`src/rtl/encoder_64_6_seq.sv`:
```
// rtl/encoder_64_6_seq.sv - sequential 64:6 encoder emitting set-bit indices lowest first
module encoder_64_6_seq #(
    parameter int N = 64,
    parameter int W = $clog2(N)
) (
    input  logic         clk,
    input  logic         reset,
    input  logic         start,
    input  logic [N-1:0] req,
    input  logic         idx_ready,
    output logic         idx_valid,
    output logic [W-1:0] idx,
    output logic         busy,
    output logic         done,
    output logic         none,
    output logic [W:0]   count
);

    typedef enum logic [1:0] {
        IDLE = 2'd0,
        SCAN = 2'd1,
        DONE = 2'd2
    } state_t;

    state_t       state;
    state_t       state_nxt;
    logic [N-1:0] pending;
    logic [N-1:0] pending_clr;
    logic [W-1:0] low_idx;
    logic         accept;

    // Walk downward so the final assignment is the lowest set bit.
    always_comb begin
        low_idx = '0;
        for (int i = N - 1; i >= 0; i--) begin
            if (pending[i]) begin
                low_idx = W'(i);
            end
        end
    end

    // x & (x-1) drops exactly the lowest set bit, which is the one being emitted.
    assign pending_clr = pending & (pending - N'(1));
    assign accept      = (state == SCAN) && idx_ready;

    always_ff @(posedge clk or posedge reset) begin
        if (reset) begin
            state <= IDLE;
        end else begin
            state <= state_nxt;
        end
    end

    always_comb begin
        state_nxt = state;
        idx_valid = 1'b0;
        idx       = '0;
        busy      = 1'b0;
        done      = 1'b0;
        case (state)
            IDLE: begin
                if (start) begin
                    state_nxt = (req != '0) ? SCAN : DONE;
                end
            end
            SCAN: begin
                busy      = 1'b1;
                idx_valid = 1'b1;
                idx       = low_idx;
                if (idx_ready && (pending_clr == '0)) begin
                    state_nxt = DONE;
                end
            end
            DONE: begin
                busy      = 1'b1;
                done      = 1'b1;
                state_nxt = IDLE;
            end
            default: begin
                state_nxt = IDLE;
            end
        endcase
    end

    always_ff @(posedge clk or posedge reset) begin
        if (reset) begin
            pending <= '0;
            count   <= '0;
            none    <= 1'b0;
        end else if ((state == IDLE) && start) begin
            pending <= req;
            count   <= '0;
            none    <= (req == '0);
        end else if (accept) begin
            pending <= pending_clr;
            count   <= count + (W + 1)'(1);
        end
    end

endmodule

```
`config.mk`:
```
export PLATFORM = sky130hd
export DESIGN_NAME = encoder_64_6_seq
export DESIGN_NICKNAME = d
export VERILOG_FILES = /design/src/rtl/encoder_64_6_seq.sv
export SDC_FILE = /design/constraint.sdc
export NUM_CORES = 1
export LEC_CHECK = 0
export BUFFER_PORTS_ARGS = -buffer_cell sky130_fd_sc_hd__buf_2
export CAP_MARGIN = 40
export CORE_UTILIZATION = 52
export DETAILED_ROUTE_END_ITERATION = 8
export GPL_TIMING_DRIVEN = 0
export PLACE_DENSITY_LB_ADDON = 0.05
export SLEW_MARGIN = 10
export SYNTH_ARGS = -nofsm -noshare
export SYNTH_HDL_FRONTEND = slang
export SYNTH_SLANG_ARGS = --single-unit
```
`constraint.sdc`:
```
create_clock -name clk -period 3.55 [get_ports clk]
set_input_delay 0.5325 -clock clk [delete_from_list [all_inputs] [get_ports clk]]
set_output_delay 0.5325 -clock clk [all_outputs]
set_load 0.1 [all_outputs]
```
==> impl_metrics.py, run 1 <==
metrics = {
    "run_status": {
        "run_status": "finished with violations",
        "violated_checks": "negative setup slack",
    },
    "global_routing": {
        "antenna_violations_before_repair": 0,
        "grt_max_degree": 68,
        "grt.total_usage": 0.383,
        "grt_first_pass_wirelength_um": 29200,
        "grt_pass1_vias": 5556,
        "grt.overflow.total": 0,
    },
    "logic_synthesis": {
        "postSynthNetCount": 766,
        "synthesis.area_mm2": 0.00509,
        "postSynthAreaPerCell_um2": 7.34,
        "post_synth_inst_count": 694,
        "edff_count_synth": 0,
        "primary_ff_master_synth": "dfrtp_1",
        "ys_async_sr_fraction": 1.00,
        "synth.lib_cells_used.distinct": 51,
        "synth-seq-cells": 74,
        "yosys_warnings": 0,
        "ys_seq_area_frac": 0.363,
    },
    "worst_setup_path": {
        "endpoint_kind": "output pin",
        "timing.critical_path.mode_cell": "o221ai_1",
        "cp_top_family": "compound AO/OA/AOI/OAI gates",
        "crit_arrival_ns": 3.04,
        "worst_setup_path_startpoint": "pending[43]$_DFFE_PP0P_",
        "setup.worst_path.start_class": "flip-flop",
        "cpPeakStageDelay_ns": 0.62,
        "worst_path_max_delay_cell": "dfrtp_1",
        "r2r_start": "pending[10]$_DFFE_PP0P_",
        "worst-setup-path-type": "reg -> out",
        "cp_num_buf_inv": 1,
        "path_cells": "nor3_1 > o21ai_1 > o221ai_1 > a31oi_1 > o221ai_1 > a21oi_1 > o41ai_1 > a2111oi_2 > clkbuf_8",
        "worst_ep_required_time_ns": 3.02,
        "critical_path_peak_fanout": 8,
    },
    "flow_run": {
        "maxCapViolCount": 0,
    },
    "floorplan": {
        "ioPinCount": 85,
        "floorplan.initialDensity": 0.544,
        "die_w_um": 101,
        "coreArea_mm2": 0.00937,
        "fp-row-count": 35,
        "dieHeight_um": 101,
        "area_of_the_die_mm2": 0.0102,
    },
    "timing": {
        "min_period_over_period": 1.01,
        "grt_setup_unrepaired": "yes",
        "slew_headroom": 0.400,
        "max_slew.worst_pin.slew_ns": 0.891,
        "setup_viol_count_final": 1,
        "maxClockFrequency_mhz": 280,
        "finalSetupTns_ns": -0.0225,
        "fin_crit_ns": 3.57,
        "hold_violations": 0,
        "setup_clock_skew_after_layout_ns": 0.0162,
        "slew_viols_final": 0,
        "setup_slack_ns": -0.0225,
    },
    "layout": {
        "layout.cells.most_common_list": "nand2_1, o21ai_0, buf_2",
        "share_of_post_route_cells_with_drive_strength_above_1": 0.219,
        "diodes": 0,
        "layout.core_utilization": 0.667,
        "final_net_count": 866,
        "finish.cell_count_without_fillers": 928,
        "area_delta_synth_final_pct": 22.6,
        "most_frequent_standard_cell_in_the_layout_excluding_fill_and_tap_cells": "nand2_1",
    },
    "detailed_routing": {
        "route.detailed.vias_per_inst": 6.59,
        "detail_route.wirelength_um": 19300,
        "drt.antenna.violating_nets": 0,
        "drtPass1Iterations": 5,
        "wire_per_inst_um": 20.8,
        "drc": 0,
        "drt_first_iter_violations": 773,
        "dr_total_vias": 6120,
    },
    "cts": {
        "path_clk_slew_ns": 0.09,
        "tritoncts": "built",
        "h-tree-depth": 3,
        "postCtsHoldBufs": 0,
        "clockBufferDepth": 2,
        "cts-root-buf": "clkbuf_8",
        "sink_count": 74,
        "worstSkewPairLatency_ns": 0.37,
        "numCtsBuffers": 9,
    },
    "hold_path": {
        "min_delay_path_class": "in -> async",
    },
    "pwr": {
        "power_density_mw_per_mm2": 879,
        "maximum_vdd_ir_drop_uv": 681,
        "fin_total_pwr_mw": 5.49,
        "power_leakage_nw": 2.53,
    },
    "placed_design": {
        "dpl.hpwl_um": 13800,
        "gp_congestion": 0.966,
        "post-place-cells": 909,
        "count_of_buffers_from_port_buffering": 84,
    },
}
## power breakdown
part	internal (mW)	leakage (nW)	switching (mW)
sequential	1.21	0.918	0.620
clock	0.255	0.0904	0.355
combinational	1.00	1.52	2.05
total	2.47	2.53	3.02
## synthesized netlist by cell type (all sizes together) (15+ instances only)
master	n	area [um2]
or4	19	150
dfrtp	74	1850
nor3	24	120
clkbuf	47	178
o311ai	15	131
nand3	31	155
a21oi	25	125
nor2	54	203
o21ai	82	410
nor4	47	307
inv	21	78.8
nand2	144	541
## state kept, by name, indices dropped and copies added, names as in the netlist
signal   count
pending     64
count        7
state        2
none         1
## path summary, 6_finish.rpt
kind | end | slack (ns) | depth (start not counted)
worst max register to register | state[0]$_DFFE_PP0P_ | 0.09 | 11
min in group clk | pending[42]$_DFFE_PP0P_ | 0.37 | 3
worst min-delay path | count[0]$_DFFE_PP0P_ | 0.05 | 2
max in group asynchronous | pending[59]$_DFFE_PP0P_ | 2.95 | 3
worst max-delay path | idx[0] | -0.02 | 9
worst min register to register | none$_DFFE_PP0P_ | 0.50 | 2
## area by class of cell
cell class | count | area [um2]
Multi-Input combinational cell | 548 | 3220
Clock inverter | 6 | 41.3
Tap cell | 129 | 161
Inverter | 21 | 81.3
Clock buffer | 10 | 128
Buffer | 39 | 164
Sequential cell | 74 | 1860
Fill cell | 878 | 3120
Timing Repair Buffer | 101 | 593
## kinds of logic (layout without fill, tap and decap cells)
group	count (synthesis)	in the layout	share of synthesized area
flops	74	74	0.363
xor+xnor	5	5	0.00860
fa+ha+maj	5	5	0.0118
compound gates	178	178	0.220
simple gates	360	360	0.342
buf+inv	72	177	0.0550
## through the flow
step / setup slack (ns) / hold WS [ns] / instance area, um2
2_1_floorplan: -0.589 / 0.504 / 5120
3_3_place_gp: -0.462 / 0.457 / 5700
3_5_place_dp: -0.305 / 0.436 / 5740
4_1_cts: -0.0518 / 0.0447 / 6010
5_1_grt: -0.0310 / 0.0468 / 6250
6_report: -0.0225 / 0.0451 / 6250
## routing by layer
layer	track usage	wire, um	vias up
met5	0	0	-
met1	0.544	8170	2899
met3	0.0680	1980	56
li1	-	-	2767
met2	0.561	8400	398
met4	0.190	713	0
## timing repair
item / CTS / global route
cloned: 0 / 0
setup buffers: 3 / 12
pin swaps: 6 / 14
gates resized for setup: 23 / 44
setup endpoints to repair: 8 / 8
Power figures use the tool's default switching activity.
==> run 2: changes to the inputs <==
--- a/config.mk
+++ b/config.mk
@@ -7,10 +7,11 @@
 export LEC_CHECK = 0
 export BUFFER_PORTS_ARGS = -buffer_cell sky130_fd_sc_hd__buf_2
 export CAP_MARGIN = 40
-export CORE_UTILIZATION = 52
+export CORE_UTILIZATION = 57
 export DETAILED_ROUTE_END_ITERATION = 8
 export GPL_TIMING_DRIVEN = 0
 export PLACE_DENSITY_LB_ADDON = 0.05
+export SETUP_SLACK_MARGIN = 0.05
 export SLEW_MARGIN = 10
 export SYNTH_ARGS = -nofsm -noshare
 export SYNTH_HDL_FRONTEND = slang
==> constraint.sdc (replaced) <==
create_clock -name clk -period 3.67 [get_ports clk]
set_input_delay 0.5505 -clock clk [delete_from_list [all_inputs] [get_ports clk]]
set_output_delay 0.5505 -clock clk [all_outputs]
set_load 0.1 [all_outputs]
==> run 2 against run 1 <==
Net effect:
- the run now ends clean
- combinational power is 6% lower
- routed wire length is 3.9% lower
- clock skew is 0.0033 ns lower
- final cell count is 2.5% lower
- core utilization is 3.5 points higher
- global-route usage is 3.6 points higher
- worst hold slack better by 0.16 ns
- cell area is 2.5% lower
==> impl_metrics.py, run 2 (same netlist as run 1, synthesis figures left out) <==
metrics = {
    "pwr": {
        "power_density_mw_per_mm2": 853,
        "maximum_vdd_ir_drop_uv": 522,
        "power_leakage_nw": 2.46,
    },
    "worst_setup_path": {
        "cpPeakStageDelay_ns": 0.46,
        "r2r_start": "pending[3]$_DFFE_PP0P_",
        "path_cells": "clkbuf_1 > nor3_2 > o221ai_1 > a31oi_2 > o221ai_1 > a21oi_2 > o41ai_1 > a2111oi_2 > clkbuf_8",
        "setup.worst_path.start_class": "flip-flop",
        "worst-setup-path-type": "reg -> out",
        "critical_path_peak_fanout": 10,
        "worst_setup_path_startpoint": "pending[38]$_DFFE_PP0P_",
        "worst_ep_required_time_ns": 3.12,
        "crit_arrival_ns": 3.06,
        "worst_path_max_delay_cell": "a2111oi_2",
        "endpoint_kind": "output pin",
        "timing.critical_path.mode_cell": "o221ai_1",
    },
    "cts": {
        "worstSkewPairLatency_ns": 0.38,
        "postCtsHoldBufs": 0,
        "path_clk_slew_ns": 0.09,
        "cts-root-buf": "clkbuf_8",
        "numCtsBuffers": 9,
        "sink_count": 74,
        "h-tree-depth": 3,
        "tritoncts": "built",
        "clockBufferDepth": 2,
    },
    "layout": {
        "registers.top_by_ff_count": "pending",
        "most_frequent_standard_cell_in_the_layout_excluding_fill_and_tap_cells": "nand2_1",
        "fillCellCount": 735,
        "area_delta_synth_final_pct": 19.5,
        "layout.core_utilization": 0.702,
        "share_of_post_route_cells_with_drive_strength_above_1": 0.196,
        "final_net_count": 863,
        "layout.cells.most_common_list": "nand2_1, o21ai_0, buf_2",
        "max_ffs_per_register": 64,
        "biggestRegsByFlops": "pending (64), count (7), state (2)",
    },
    "timing": {
        "max_slew.worst_pin.slew_ns": 0.895,
        "setup_viol_count_final": 0,
        "grt_setup_unrepaired": "yes",
        "min_period_over_period": 0.985,
        "setup_clock_skew_after_layout_ns": 0.0129,
        "slew_viols_final": 0,
        "hold_violations": 0,
        "maxClockFrequency_mhz": 277,
        "slew_headroom": 0.398,
        "setup_slack_ns": 0.0559,
        "fin_crit_ns": 3.61,
    },
    "detailed_routing": {
        "wire_per_inst_um": 20.5,
        "drt.antenna.violating_nets": 0,
        "route.detailed.vias_per_inst": 6.79,
        "drt_first_iter_violations": 576,
        "dr_total_vias": 6142,
        "drtPass1Iterations": 6,
        "detail_route.wirelength_um": 18500,
        "drc": 0,
    },
    "floorplan": {
        "coreArea_mm2": 0.00868,
        "fp-row-count": 34,
        "area_of_the_die_mm2": 0.00932,
        "die_w_um": 96.5,
        "ioPinCount": 85,
        "floorplan.initialDensity": 0.587,
        "dieHeight_um": 96.5,
    },
    "flow_run": {
        "maxCapViolCount": 0,
    },
    "placed_design": {
        "count_of_buffers_from_port_buffering": 84,
        "dp_worst_setup_slack_ns": -0.228,
        "dpl.hpwl_um": 13700,
        "gp_congestion": 0.967,
    },
    "global_routing": {
        "grt.overflow.total": 0,
        "grt_pass1_vias": 5609,
        "global_route_met1_usage": 0.586,
        "globalRouteMet2Util": 0.600,
        "grt_first_pass_wirelength_um": 28900,
        "top_usage_layer_grt": "met2",
        "grt_max_degree": 39,
        "grt.total_usage": 0.419,
        "antenna_violations_before_repair": 0,
        "globalRouteMet3Util": 0.116,
    },
    "hold_path": {
        "min_delay_path_class": "in -> async",
    },
    "run_status": {
        "run_status": "finished clean",
    },
}
run 2: changes by cell type in the layout (fill, tap and decap cells not counted), moves of 3 or more:
cell        change
buf_4           -8
or4_1           +5
or4_4           -5
clkinvlp_4      +3
dfrtp_1         +3
dfrtp_2         -3
nor4_1          +3
run 2: worst max-delay path: cells and delay by family, from the launching register on:
kind,cells,cell delay (ns)
AOI/OAI and AO/OA,6,1.43
buffers and inverters,2,0.57
DFF,1,0.41
and+or+nand+nor,1,0.28
run 2: final timing paths:
path	slack, ns	endpoint	depth (start not counted)
worst max-delay path	0.06	idx[0]	9
worst min-delay path	0.21	count[3]$_DFFE_PP0P_	2
worst max register to register	0.10	state[1]$_DFFE_PP0P_	11
worst min register to register	0.49	none$_DFFE_PP0P_	2
max in group asynchronous	2.89	pending[34]$_DFFE_PP0P_	3
min in group clk	0.38	pending[22]$_DFFE_PP0P_	3
run 2: stage by stage:
stage	hold WS, ns	area [um2]	std cells	total power [mW]	setup TNS, ns
floorplan	0.504	5120	694	3.50	-0.440
global placement	0.458	5670	886	4.23	-0.554
detailed placement	0.463	5700	888	4.30	-0.425
CTS	0.226	5950	903	4.96	0
global route	0.253	6090	904	5.56	-0.0301
finish	0.209	6090	905	5.20	0
run 2: repair_timing:
| item | 4_1_cts | 5_1_grt |
|---|---|---|
| endpoints found under the setup margin | 8 | 8 |
| buffers inserted | 1 | 8 |
| cloned | 0 | 0 |
| gates resized for setup | 18 | 28 |
| endpoints found under the hold margin | 0 | 0 |
| pin swaps | 4 | 9 |
run 2: area by class of cell:
type	count	area, um2	area share
inverter	21	81.3	0.0134
clock buffer	10	138	0.0226
timing repair buffer	95	536	0.0879
clock inverter	6	41.3	0.00678
tap	108	135	0.0222
antenna	1	2.50	0.000411
buffer	42	171	0.0281
multi-input combinational	548	3130	0.513
sequential	74	1860	0.305
run 2: metal layers:
metal,up-vias,share of wire
li1,2766,-
met1,2912,0.41
met3,49,0.12
met2,415,0.44
met4,0,0.035
met5,-,0
run 2: power by group:
group	leakage [nW]	switching (mW)	total [mW]	internal, mW
registers	0.922	0.542	1.71	1.17
clock network	0.0847	0.346	0.610	0.264
logic	1.45	1.94	2.87	0.931
total	2.46	2.83	5.20	2.37
==> run 3: changes to the inputs <==
==> constraint.sdc (replaced) <==
create_clock -name clk -period 3.7 [get_ports clk]
set_input_delay 0.555 -clock clk [delete_from_list [all_inputs] [get_ports clk]]
set_output_delay 0.555 -clock clk [all_outputs]
set_load 0.1 [all_outputs]
==> run 3 against run 2 <==
Net effect:
- clock skew is 0.0011 ns lower
- count of clock-buffer cells in the layout stayed put
- register-to-register slack hardly changed
- global-route usage is 0.26 points lower
- combinational power hardly changed
- non-clock buffer count stayed put
- critical path depth is 2 higher
- final cell count is 0.11% lower
- die area stayed put
- sequential share of layout area is 0.050 points lower
- flip-flop and latch count stayed put
- core utilization is 0.12 points higher
==> impl_metrics.py, run 3 (same netlist as run 1, synthesis figures left out) <==
metrics = {
    "run_status": {
        "run_status": "finished clean",
    },
    "floorplan": {
        "coreArea_mm2": 0.00868,
        "fp-row-count": 34,
        "floorplan.initialDensity": 0.587,
        "area_of_the_die_mm2": 0.00932,
        "dieHeight_um": 96.5,
        "ioPinCount": 85,
        "die_w_um": 96.5,
    },
    "detailed_routing": {
        "drc": 0,
        "wire_per_inst_um": 20.6,
        "drt_first_iter_violations": 616,
        "detail_route.wirelength_um": 18600,
        "drt.antenna.violating_nets": 0,
        "route.detailed.vias_per_inst": 6.79,
        "dr_total_vias": 6136,
        "drtPass1Iterations": 5,
    },
    "timing": {
        "hold_violations": 0,
        "setup_slack_ns": 0.0864,
        "maxClockFrequency_mhz": 277,
        "min_period_over_period": 0.977,
        "max_slew.worst_pin.slew_ns": 0.826,
        "setup_viol_count_final": 0,
        "holdWs_ns": 0.205,
        "setup_clock_skew_after_layout_ns": 0.0117,
        "slew_viols_final": 0,
        "grt_setup_unrepaired": "yes",
        "fin_crit_ns": 3.61,
        "slew_headroom": 0.445,
    },
    "cts": {
        "numCtsBuffers": 9,
        "h-tree-depth": 3,
        "sink_count": 74,
        "clockBufferDepth": 2,
        "path_clk_slew_ns": 0.08,
        "tritoncts": "built",
        "worstSkewPairLatency_ns": 0.38,
        "cts-root-buf": "clkbuf_8",
    },
    "global_routing": {
        "grt.overflow.total": 0,
        "grt_pass1_vias": 5571,
        "grt_max_degree": 39,
        "grt_first_pass_wirelength_um": 28700,
        "antenna_violations_before_repair": 0,
        "grt.total_usage": 0.417,
    },
    "layout": {
        "area_delta_synth_final_pct": 19.7,
        "registers.top_by_ff_count": "pending",
        "share_of_post_route_cells_with_drive_strength_above_1": 0.200,
        "layout.cells.most_common_list": "nand2_1, o21ai_0, buf_2",
        "diodes": 0,
        "fillCellCount": 730,
        "finish.cell_count_without_fillers": 904,
        "layout.core_utilization": 0.703,
        "final_net_count": 863,
        "most_frequent_standard_cell_in_the_layout_excluding_fill_and_tap_cells": "nand2_1",
        "max_ffs_per_register": 64,
        "biggestRegsByFlops": "pending (64), count (7), state (2)",
    },
    "worst_setup_path": {
        "worst-setup-path-type": "reg -> reg",
        "worst_ep_required_time_ns": 3.93,
        "endpoint_kind": "flip-flop",
        "setup.worst_path.start_class": "flip-flop",
        "crit_arrival_ns": 3.84,
        "critical_path_peak_fanout": 8,
    },
    "flow_run": {
        "maxCapViolCount": 0,
    },
    "hold_path": {
        "min_delay_path_class": "in -> async",
    },
    "placed_design": {
        "gp_congestion": 0.967,
        "dpl.hpwl_um": 13700,
        "dp_worst_setup_slack_ns": -0.198,
        "post-place-cells": 888,
        "count_of_buffers_from_port_buffering": 84,
    },
    "pwr": {
        "maximum_vdd_ir_drop_uv": 524,
        "power_density_mw_per_mm2": 847,
        "power_leakage_nw": 2.46,
    },
}
==> run 3: power by group <==
group	leakage (nW)	switching, mW	internal [mW]	total (mW)
logic	1.45	1.94	0.924	2.86
registers	0.922	0.535	1.16	1.70
clock network	0.0847	0.345	0.261	0.607
==> run 3: timing repair <==
action | 4_1_cts | 5_1_grt
endpoints found under the setup margin | 7 | 8
endpoints found under the hold margin | 0 | 0
resized for setup | 11 | 38
pin swaps | 2 | 10
setup buffers | 1 | 7
hold buffers | 0 | 0
==> run 3: final timing paths <==
path,start,to,slack [ns],cells after the start
hold reg to reg,none$_DFFE_PP0P_,none$_DFFE_PP0P_,0.48,2
setup / recovery,pending[3]$_DFFE_PP0P_,state[0]$_DFFE_PP0P_,0.09,11
setup reg to reg,pending[3]$_DFFE_PP0P_,state[0]$_DFFE_PP0P_,0.09,11
min in group clk,req[20],pending[20]$_DFFE_PP0P_,0.38,3
hold / removal,reset,count[4]$_DFFE_PP0P_,0.20,2
max in group asynchronous,reset,pending[34]$_DFFE_PP0P_,2.92,3
==> run 3: cell type report <==
class	instances	area (um2)	area share
multi-input combinational	548	3140	0.515
clock inverter	6	41.3	0.00677
sequential	74	1860	0.305
clock buffer	10	138	0.0226
inverter	21	81.3	0.0133
tap	108	135	0.0221
buffer	43	176	0.0289
timing repair buffer	94	528	0.0865
==> run 3: metrics by stage <==
step | TNS [ns] | total power [mW] | instance area [um2]
final | 0 | 5.17 | 6100
after global routing | 0 | 5.52 | 6100
after CTS | 0 | 4.91 | 5930
after detailed placement | -0.365 | 4.27 | 5700
after global placement | -0.494 | 4.20 | 5670
after floorplan | -0.415 | 3.47 | 5120
==> run 3: routing by layer <==
layer  vias to the layer above  global-route usage  wire, um
li1                       2758                   -         -
met1                      2940               0.583      7720
met2                       378               0.589      8070
met3                        60               0.124      2080
met4                         0               0.186       707
met5                         -                   0         0
==> run 3: critical path: stages, from the launching register on <==
cell	delay, ns
dfrtp_2	0.45
or4_1	0.50
buf_4	0.18
or4_4	0.53
buf_6	0.15
or4_4	0.50
nor3_2	0.25
a21oi_2	0.07
nor4_2	0.35
a31oi_2	0.19
o21ai_0	0.21
o31ai_1	0.10
